$ cat src/rtl/control_unit.sv
// Hardwired Moore control sequencer for the Mini SRC datapath.
// Runs one control step per clock: a shared fetch (T0..T2), a decode step
// (T3), then a short opcode-specific tail for jal, jr, br, in, out, nop and halt.
// Optional feature: define CU_ILLEGAL_TRAP_EN so that unlisted opcodes trap into
// HALT and raise a sticky 'illegal' flag. Without it they behave as nop and
// 'illegal' is tied low.
module control_unit #(
    parameter int unsigned RA_REG = 15,
    parameter logic [4:0]  ADD_OP = 5'b00011
) (
    input  logic        clk,
    input  logic        clr,
    input  logic [31:0] IR_Data,
    input  logic        CON_out,
    input  logic        go,
    output logic        PC_out,
    output logic        PC_in,
    output logic        IncPC,
    output logic        MAR_in,
    output logic        Z_in,
    output logic        Zlow_out,
    output logic        Y_in,
    output logic        Read,
    output logic        MDR_in,
    output logic        MDR_out,
    output logic        IR_in,
    output logic        Gra,
    output logic        Grb,
    output logic        Grc,
    output logic        Rin,
    output logic        Rout,
    output logic        BAout,
    output logic        C_out,
    output logic        CON_in,
    output logic        InPort_out,
    output logic        OutPort_in,
    output logic [15:0] RX_in_man,
    output logic [4:0]  alu_instruction_bits,
    output logic        run,
    output logic        illegal
);

    localparam logic [4:0] OP_BR   = 5'b10011;
    localparam logic [4:0] OP_JR   = 5'b10100;
    localparam logic [4:0] OP_JAL  = 5'b10101;
    localparam logic [4:0] OP_IN   = 5'b10110;
    localparam logic [4:0] OP_OUT  = 5'b10111;
    localparam logic [4:0] OP_NOP  = 5'b11010;
    localparam logic [4:0] OP_HALT = 5'b11011;

    typedef enum logic [3:0] {
        S_T0, S_T1, S_T2, S_T3,
        S_J3, S_J4,
        S_R3,
        S_B3, S_B4, S_B5, S_B6,
        S_I3, S_O3,
        S_HALT
    } state_e;

    state_e state_q, state_d;

    logic [4:0] opcode;
    logic       unusedIrBits;

    // Only the opcode field matters here; the remaining IR bits feed the datapath.
    assign opcode       = IR_Data[31:27];
    assign unusedIrBits = ^IR_Data[26:0];

    // State register; reset drops straight back to the first fetch step.
    always_ff @(posedge clk or negedge clr) begin
        if (!clr) begin
            state_q <= S_T0;
        end else begin
            state_q <= state_d;
        end
    end

    // Next-state sequencing; T3 is the only step that looks at the opcode.
    always_comb begin
        state_d = state_q;
        case (state_q)
            S_T0: state_d = S_T1;
            S_T1: state_d = S_T2;
            S_T2: state_d = S_T3;
            S_T3: begin
                case (opcode)
                    OP_JAL:  state_d = S_J3;
                    OP_JR:   state_d = S_R3;
                    OP_BR:   state_d = S_B3;
                    OP_IN:   state_d = S_I3;
                    OP_OUT:  state_d = S_O3;
                    OP_NOP:  state_d = S_T0;
                    OP_HALT: state_d = S_HALT;
`ifdef CU_ILLEGAL_TRAP_EN
                    default: state_d = S_HALT;
`else
                    default: state_d = S_T0;
`endif
                endcase
            end
            S_J3:   state_d = S_J4;
            S_J4:   state_d = S_T0;
            S_R3:   state_d = S_T0;
            S_B3:   state_d = S_B4;
            S_B4:   state_d = S_B5;
            S_B5:   state_d = S_B6;
            S_B6:   state_d = S_T0;
            S_I3:   state_d = S_T0;
            S_O3:   state_d = S_T0;
            S_HALT: state_d = go ? S_T0 : S_HALT;
            default: state_d = S_T0;
        endcase
    end

`ifdef CU_ILLEGAL_TRAP_EN
    logic legalOp;
    logic illegal_q, illegal_d;

    // Classifies the opcode currently sitting in IR as one this sequencer knows.
    always_comb begin
        legalOp = 1'b0;
        case (opcode)
            OP_BR, OP_JR, OP_JAL, OP_IN, OP_OUT, OP_NOP, OP_HALT: legalOp = 1'b1;
            default: legalOp = 1'b0;
        endcase
    end

    assign illegal_d = illegal_q | ((state_q == S_T3) && !legalOp);

    // Sticky trap flag: set on decoding an unknown opcode, survives go, cleared by reset only.
    always_ff @(posedge clk or negedge clr) begin
        if (!clr) begin
            illegal_q <= 1'b0;
        end else begin
            illegal_q <= illegal_d;
        end
    end

    assign illegal = illegal_q;
`else
    assign illegal = 1'b0;
`endif

    // Moore output decode; strobes are forced low while reset is held, and the
    // branch step is the only place an input (CON_out) reaches an output.
    always_comb begin
        PC_out               = 1'b0;
        PC_in                = 1'b0;
        IncPC                = 1'b0;
        MAR_in               = 1'b0;
        Z_in                 = 1'b0;
        Zlow_out             = 1'b0;
        Y_in                 = 1'b0;
        Read                 = 1'b0;
        MDR_in               = 1'b0;
        MDR_out              = 1'b0;
        IR_in                = 1'b0;
        Gra                  = 1'b0;
        Grb                  = 1'b0;
        Grc                  = 1'b0;
        Rin                  = 1'b0;
        Rout                 = 1'b0;
        BAout                = 1'b0;
        C_out                = 1'b0;
        CON_in               = 1'b0;
        InPort_out           = 1'b0;
        OutPort_in           = 1'b0;
        RX_in_man            = 16'd0;
        alu_instruction_bits = 5'd0;
        run                  = 1'b1;
        if (clr) begin
            case (state_q)
                S_T0: begin
                    PC_out = 1'b1;
                    MAR_in = 1'b1;
                    IncPC  = 1'b1;
                    Z_in   = 1'b1;
                end
                S_T1: begin
                    Zlow_out = 1'b1;
                    PC_in    = 1'b1;
                    Read     = 1'b1;
                    MDR_in   = 1'b1;
                end
                S_T2: begin
                    MDR_out = 1'b1;
                    IR_in   = 1'b1;
                end
                S_J3: begin
                    PC_out    = 1'b1;
                    RX_in_man = 16'd1 << RA_REG;
                end
                S_J4, S_R3: begin
                    Gra   = 1'b1;
                    Rout  = 1'b1;
                    PC_in = 1'b1;
                end
                S_B3: begin
                    Gra    = 1'b1;
                    Rout   = 1'b1;
                    CON_in = 1'b1;
                end
                S_B4: begin
                    PC_out = 1'b1;
                    Y_in   = 1'b1;
                end
                S_B5: begin
                    C_out                = 1'b1;
                    Z_in                 = 1'b1;
                    alu_instruction_bits = ADD_OP;
                end
                S_B6: begin
                    Zlow_out = 1'b1;
                    PC_in    = CON_out;
                end
                S_I3: begin
                    Gra        = 1'b1;
                    Rin        = 1'b1;
                    InPort_out = 1'b1;
                end
                S_O3: begin
                    Gra        = 1'b1;
                    Rout       = 1'b1;
                    OutPort_in = 1'b1;
                end
                S_HALT: begin
                    run = 1'b0;
                end
                default: begin
                    run = 1'b1;
                end
            endcase
        end
    end

endmodule

$ cat config.mk
export PLATFORM = sky130hd
export DESIGN_NAME = control_unit
export DESIGN_NICKNAME = d
export VERILOG_FILES = /design/src/rtl/control_unit.sv
export SDC_FILE = /design/constraint.sdc
export NUM_CORES = 1
export LEC_CHECK = 0
export ABC_AREA = 0
export BUFFER_PORTS_ARGS = -buffer_cell sky130_fd_sc_hd__buf_2
export CAP_MARGIN = 20
export CORE_UTILIZATION = 34
export CTS_CLUSTER_DIAMETER = 200
export DETAILED_ROUTE_END_ITERATION = 12
export PLACE_DENSITY = 0.76
export SYNTH_ARGS = -nofsm -noshare
export SYNTH_HDL_FRONTEND = slang
export SYNTH_SLANG_ARGS = --single-unit
$ cat constraint.sdc
create_clock -name clk -period 1.7 [get_ports clk]
set_clock_uncertainty 0.15 [all_clocks]
set_input_delay 0.17 -clock clk [delete_from_list [all_inputs] [get_ports clk]]
set_output_delay 0.17 -clock clk [all_outputs]
set_load 0.02 [all_outputs]
; ---- After elaboration in Yosys (flattened, before gate mapping)
; Index checks and enable logic that the tools add are counted.
[word_totals]
out_inout_bits = 44
inputBits = 36
ff_bits = 4
wordCells = 64
[classes]
n_mux = 37
reduce_logical = 7
eq_ne = 19
[op_table]
columns = operator, count
row1 = $pmux 4 s9, 1
row2 = $mux 16, 2
row3 = $eq 5x5->1 const B, 6
row4 = $mux 1, 29
row5 = $eq 4x4->1 const B, 6
row6 = $pmux 4 s6, 1
row7 = $eq 4x3->1 const B, 4
row8 = $eq 4x2->1 const B, 2
row9 = $reduce_or 3->1, 2
row10 = $reduce_or 5->1, 1
row11 = $eq 4x1->1 const B, 1
row12 = $logic_not 4->1, 1
row13 = $mux 2, 2
row14 = $mux 4, 1
row15 = $reduce_or 2->1, 2
row16 = $reduce_or 4->1, 1
row17 = $pmux 1 s2, 1

; ---- Logic depth before layout (Yosys ltp)
; Gate-level depths: netlist of the first run.
[logic_depth]
depth_word = 4
mapped_depth = 6
ltp_nobuf = 3

; ---- Least setup slack after synthesis of the first run
; No wires, ideal clock.
[synth_path]
path_type = flip-flop to output port
startpoint = register state_q[3]
endpoint = output MAR_in
n_path_buf = 3
arrival_ns = 1.588
slack_ns = -0.208
t_required_ns = 1.380
stages_incl_launch_ff = 7
cell_sequence = dfrtp_1 buf_6 buf_6 nor2_1 nand2_1 nor3_1 buf_4
[synth_between]
elab_chain_len = 3
[synth_rtl]
columns = item, line
row1 = "start, declared", 60  ; state_e state_q, state_d;
row2 = "start signal, assigned", 74  ; state_q <= state_d;
row3 = $logic_not 4->1, --
row4 = $mux 1 (2 in a row), --
row5 = "end, declared", 19  ; output logic MAR_in,
; Every way passes these cells.

; ---- Worst setup path in the final report of the first run
[layout_path]
startpoint = register state_q[3]
endpoint = output Y_in
[layout_between]
elab_chain_len = 3
[layout_rtl]
columns = item, line
row1 = $eq 4x4->1, 172  ; case (state_q)
row2 = $mux 1, 172
row3 = $mux 1, 171  ; if (clr) begin
row4 = "end, declared", 22  ; output logic Y_in,
; Every way passes these cells.

==> results of run 1 <==
## power by group through the flow
stage	registers (uW)	clock network, uW	logic (uW)
global route	216	133	1040
detailed placement	215	0	690
finish	209	119	978
CTS	204	122	787
floorplan	159	0	633
global placement	211	0	676
## cells in the final DEF (no fill, tap or decap), drive strengths merged, types with 2 or more instances in the layout
| cell type | netlist | layout |
|---|---|---|
| a211oi | 2 | 2 |
| a21oi | 4 | 4 |
| buf | 33 | 47 |
| clkbuf | 0 | 3 |
| conb | 1 | 22 |
| dfrtp | 4 | 4 |
| inv | 2 | 2 |
| nand2 | 6 | 6 |
| nand2b | 3 | 3 |
| nand3b | 2 | 2 |
| nor2 | 11 | 11 |
| nor2b | 6 | 6 |
| nor3 | 4 | 4 |
| nor3b | 2 | 2 |
| o21ai | 5 | 5 |
| or3 | 2 | 2 |
## per-stage QoR
step,instance area (um2),instances,hold slack [ns],setup WS [ns]
floorplan,827.0,124,-0.2756,-0.005158
global placement,803.3,154,-0.1270,0.1258
detailed placement,803.3,154,-0.1276,0.1201
CTS,888.4,163,0.09705,-0.04536
global route,1002,169,0.1268,-0.1124
finish,1002,169,0.09510,-0.06755
## cells by family after synthesis
logic type               Yosys count
multiplexers                       2
buffers and inverters             35
other                              1
AND/OR/NAND/NOR                   40
adder cells (fa/ha/maj)            1
flip-flops                         4
AO/OA/AOI/OAI                     19
XOR/XNOR                           1
## worst min-delay path by stage
stage / slack [ns] / cells after the start / endpoint
finish: 0.1 / 3 / state_q[0]
floorplan: -0.28 / 0 / state_q[0]
detailed placement: -0.13 / 1 / state_q[2]
CTS: 0.1 / 3 / state_q[0]
global placement: -0.13 / 1 / state_q[2]
global route: 0.13 / 3 / state_q[0]
## layout make-up
cell class                 instances  area, um2
sequential                         4      105.1
timing repair buffer              48      331.6
inverter                           2      7.507
tap                               27      33.78
clock buffer                       3      22.52
multi-input combinational         85      501.7
fill                             209      999.7
## synth_stat cells, types with 2 or more instances
cell      count  area share
dfrtp_1       4        0.13
nor3b_1       2       0.020
nand3b_1      2       0.020
o21ai_0       4       0.027
inv_1         2       0.010
nand2_1       5       0.025
or3_1         2       0.017
a21oi_1       4       0.027
nor2b_1       6       0.051
buf_6         2       0.030
a211oi_1      2       0.020
nor2_1       11       0.056
buf_4        30        0.30
nand2b_1      3       0.025
nor3_1        4       0.027
## timing repair
| action | CTS | global route |
|---|---|---|
| setup buffers | 5 | 6 |
| resized for setup | 11 | 21 |
| pin swaps | 0 | 6 |
| hold buffers | 1 | 0 |
| endpoints found under the setup margin | 21 | 21 |
| hold endpoints to repair | 4 | 0 |
| gates cloned | 0 | 0 |
## tightest hold or removal path: stages
cell,delay [ns]
buf_2,0.12
o21ai_0,0.07
o21ai_0,0.07
## per-layer routing
| metal | up-vias | part of all wire | track usage |
|---|---|---|---|
| li1 | 380 | - | - |
| met1 | 359 | 0.38 | 0.1737 |
| met2 | 62 | 0.50 | 0.2708 |
| met3 | 4 | 0.10 | 0.01258 |
| met4 | 0 | 0.016 | 0.1029 |
| met5 | - | 0 | 0 |
==> flow_metrics.tcl, run 1 <==
set metrics [dict create \
    largestRegisters "state_q (4)" \
    clkPwrFrac 0.091 \
    timing.critical_path.depth 5 \
    num-nets-final 180 \
    drc 0 \
    setup_violations 5 \
    drt_pre_antenna_iters 4 \
    power.density_nw_per_um2 1303 \
    die_h_um 48.76 \
    cp.required_ns 1.38 \
    cpPeakStageDelay_ns 0.43 \
    critPathLaunch "state_q[3]" \
    die_area_um2 2377 \
    drv_slew 0 \
    core-area_um2 2002 \
    numCtsBuffers 3 \
    clk_latency_ns 0.24 \
    fin_crit_sh 1.040 \
    n_antenna_cell 0 \
    switching_share 0.4926 \
    slowest_stage "dfrtp_2" \
    synthAdderAreaFrac 0.01347 \
    p_leak_uw 0.0005083 \
    cp-endpoint "Y_in" \
    clockBufferDepth 2 \
    initial_core_util 0.3713 \
    die_x_um 48.76 \
    rsz0062_at_grt "yes" \
    synth-simple-area-share 0.2845 \
    cp_max_fo 7 \
    largest_register "state_q" \
    yosysSeqAreaShare 0.1347 \
    wl_um 1965 \
    syn_avg_cell_area_um2 7.216 \
    cap_violations 0 \
    cp-end-kind "output pin" \
    avgViaCountPerCell 4.763 \
    syn_inst 103 \
    synth_enable_flop_cells 0 \
    cts_tree "built" \
    io_buffers 30 \
    largest_reg_flops 4 \
    ff2ff_path_depth 6 \
    synth_area_um2 743.2 \
    critPathBufInv 3 \
    ys_types 35 \
    violations "negative setup slack" \
    power_frac_seq 0.160 \
    final_core_util 0.5006 \
    grt_pass1_wl_um 2835 \
    p_int_uw 662.6 \
    worstPathArrival_ns 1.45 \
    row_count 16 \
    r2r_slack_ns 0.13 \
    hold_viol_final 0 \
    reg2reg_from "state_q[3]" \
    synth-seq-cells 4 \
    p_comb_frac 0.749 \
    area.growth.synth_to_final_pct 34.85 \
    cts-root-buf "clkbuf_4" \
    vias 805 \
    clkTransAtPathRegs_ns 0.04 \
    total_power_uw 1306 \
    critPathTopFamily "buffers and inverters" \
    cts_max_level 1 \
    place_congestion 0.8323 \
    ys_async_sr_fraction 1.000 \
    cts_sinks 4 \
    start_kind "flop" \
    track_usage 0.1533 \
    fmax_mhz 565.8 \
    synth_top_family_by_area "buffers and inverters" \
    worstHoldStart "IR_Data[28]" \
    ys.flop_type "dfrtp_1" \
    status "finished, violations left" \
    grt_max_degree 13 \
    dp_hpwl_um 1220 \
    antenna_found_initial 0 \
    ys_warn_count 0 \
    synth-compound-area-share 0.1717 \
    power_switching_uw 643.3 \
    grt-ovfl-total 0 \
    worstReg2RegEnd "state_q[1]" \
    layout_min_cycle_time_ns 1.768 \
    grt_pass1_vias 673 \
    wl_per_cell_um 11.63 \
    drive_above_1_share 0.4577 \
    io_pins 80 \
    crit_type "flop to output pin" \
    fin_ws_ns -0.06755 \
    ir_worst_vdd_v 0.0005659 \
    synth_xor_area_frac 0.01178 \
    crit_chain "buf_6 > buf_4 > nand3_2 > nor3_1 > buf_2" \
    detail-route-antenna-nets 0 \
    hp-class "input pin to flop" \
    final.setup.tns_ns -0.1647 \
    drt_iter0_markers 26 \
    synth_mux_area_frac 0.02862 \
]
Power figures use the tool's default switching activity.
==> run 2, diff against run 1 <==
--- a/config.mk
+++ b/config.mk
@@ -7,11 +7,11 @@
 export LEC_CHECK = 0
 export ABC_AREA = 0
 export BUFFER_PORTS_ARGS = -buffer_cell sky130_fd_sc_hd__buf_2
-export CAP_MARGIN = 20
 export CORE_UTILIZATION = 34
 export CTS_CLUSTER_DIAMETER = 200
 export DETAILED_ROUTE_END_ITERATION = 12
 export PLACE_DENSITY = 0.76
+export SETUP_SLACK_MARGIN = 0.2
 export SYNTH_ARGS = -nofsm -noshare
 export SYNTH_HDL_FRONTEND = slang
 export SYNTH_SLANG_ARGS = --single-unit
==> flow_metrics.tcl, run 2 (same netlist as run 1, synthesis figures left out) <==
set metrics [dict create \
    drt_iter0_markers 9 \
    core-area_um2 2002 \
    cp_max_fo 6 \
    avgViaCountPerCell 4.532 \
    p_comb_frac 0.782 \
    cts-root-buf "clkbuf_4" \
    n_antenna_cell 0 \
    crit_type "flop to output pin" \
    switching_share 0.4864 \
    total_power_uw 1553 \
    fin_crit_sh 1.038 \
    grt_pass1_wl_um 3174 \
    io_pins 80 \
    drc 0 \
    status "finished, violations left" \
    largestRegisters "state_q (4)" \
    die_area_um2 2377 \
    cap_violations 0 \
    cts_max_level 1 \
    fin_ws_ns -0.06417 \
    fin_cells 171 \
    clk_latency_ns 0.23 \
    row_count 16 \
    clkTransAtPathRegs_ns 0.03 \
    numPlacedInstances 155 \
    whs_ns 0.09313 \
    grt_max_degree 8 \
    largest_register "state_q" \
    grt_pass1_vias 729 \
    layout_commonest_cell "conb_1" \
    cpPeakStageDelay_ns 0.44 \
    final_core_util 0.5813 \
    layout_min_cycle_time_ns 1.764 \
    wl_per_cell_um 12.13 \
    drt_pre_antenna_iters 4 \
    detail-route-antenna-nets 0 \
    grt-ovfl-total 0 \
    critPathTopFamily "flip-flops" \
    area.growth.synth_to_final_pct 56.57 \
    power.density_nw_per_um2 1334 \
    critPathBufInv 2 \
    rsz0062_at_grt "yes" \
    dp_hpwl_um 1178 \
    cts_sinks 4 \
    violations "negative setup slack" \
    clockBufferDepth 2 \
    hold_end "state_q[0]" \
    p_leak_uw 0.0005519 \
    final_cell_mix "22 x conb_1, 18 x buf_4, 16 x buf_6, 15 x buf_2, 8 x nor2_4" \
    place_congestion 0.7916 \
    cp.required_ns 1.38 \
    post-route-cell-area_um2 1164 \
    power_frac_seq 0.144 \
    vias 775 \
    start_kind "flop" \
    setup_violations 3 \
    r2r_slack_ns 0.18 \
    die_x_um 48.76 \
    num-nets-final 182 \
    worstReg2RegEnd "state_q[2]" \
    fill_cells 176 \
    wl_um 2075 \
    ir_worst_vdd_v 0.0005585 \
    track_usage 0.1685 \
    slowest_stage "dfrtp_2" \
    crit_chain "buf_6 > nand2b_4 > mux2_2 > nor2_4 > buf_6" \
    antenna_found_initial 0 \
    reg2reg_from "state_q[3]" \
    postPlaceCellArea_um2 850.8 \
    drv_slew 0 \
    initial_core_util 0.3713 \
    largest_reg_flops 4 \
    cts_tree "built" \
    hold_viol_final 0 \
    clkPwrFrac 0.073 \
    io_buffers 30 \
    cp-end-kind "output pin" \
    die_h_um 48.76 \
    power_switching_uw 755.4 \
    hp-class "input pin to flop" \
    worstHoldStart "IR_Data[28]" \
    holdPathStages 3 \
    fmax_mhz 566.8 \
    drive_above_1_share 0.5556 \
    p_int_uw 797.5 \
    cpMostUsedCell "buf_6" \
    numCtsBuffers 3 \
    ff2ff_path_depth 4 \
    worstPathArrival_ns 1.44 \
]
run 2: cell count changes in the layout (fill, tap and decap cells not counted), moves of 6 or more:
cell	before	now
buf_4	27	18
nor2_4	1	8
nor2_1	8	2
buf_6	3	16
run 2: layout make-up:
| class | instances | area [um2] | share of cell area |
|---|---|---|---|
| Timing Repair Buffer | 50 | 400.4 | 0.3441 |
| Tap cell | 27 | 33.78 | 0.02903 |
| Clock buffer | 3 | 22.52 | 0.01935 |
| Inverter | 2 | 7.507 | 0.006452 |
| Sequential cell | 4 | 105.1 | 0.09032 |
| Multi-Input combinational cell | 85 | 594.3 | 0.5108 |
run 2: repair_timing:
item,in CTS,in global routing
setup buffers,12,0
pin swaps,6,6
setup endpoints to repair,23,26
hold buffers,1,0
gates cloned,0,0
hold endpoints to repair,4,0
gates resized for setup,40,22
run 2: worst max path at each step:
stage          startpoint        to  slack [ns]  cells past startpoint
2_1_floorplan  state_q[1]      Rout        0.08                      4
3_3_place_gp   state_q[3]       Gra        0.09                      4
3_5_place_dp   state_q[3]     PC_in        0.08                      5
4_1_cts        state_q[3]       Gra        0.03                      5
5_1_grt        state_q[0]  Zlow_out       -0.09                      5
6_report       state_q[0]  Zlow_out       -0.06                      5
run 2: power groups by stage:
stage                     Sequential, uW  Clock (uW)  Combinational, uW
after global placement               228           0                735
after global routing                 226         125               1300
after CTS                            202         121               1090
final                                224         114               1220
after detailed placement             228           0                747
after floorplan                      159           0                700
run 2: stage by stage:
step | worst slack [ns] | setup TNS [ns]
after global routing | -0.08969 | -0.5620
after global placement | 0.09188 | 0
after detailed placement | 0.07914 | 0
after floorplan | 0.08064 | 0
final | -0.06417 | -0.09714
after CTS | 0.02547 | 0
run 2: routing by layer:
metal | vias up | share of wire | track usage
li1 | 380 | - | -
met2 | 31 | 0.54 | 0.2940
met4 | 0 | 0 | 0.05882
met1 | 364 | 0.42 | 0.2122
met5 | - | 0 | 0
met3 | 0 | 0.037 | 0.01887
run 2: worst register-to-register path: cells and delay by family (launching register included):
kind	cells	cell delay (ns)
buf+inv	1	0.14
compound gates	2	0.37
simple gates	1	0.28
flops	1	0.47
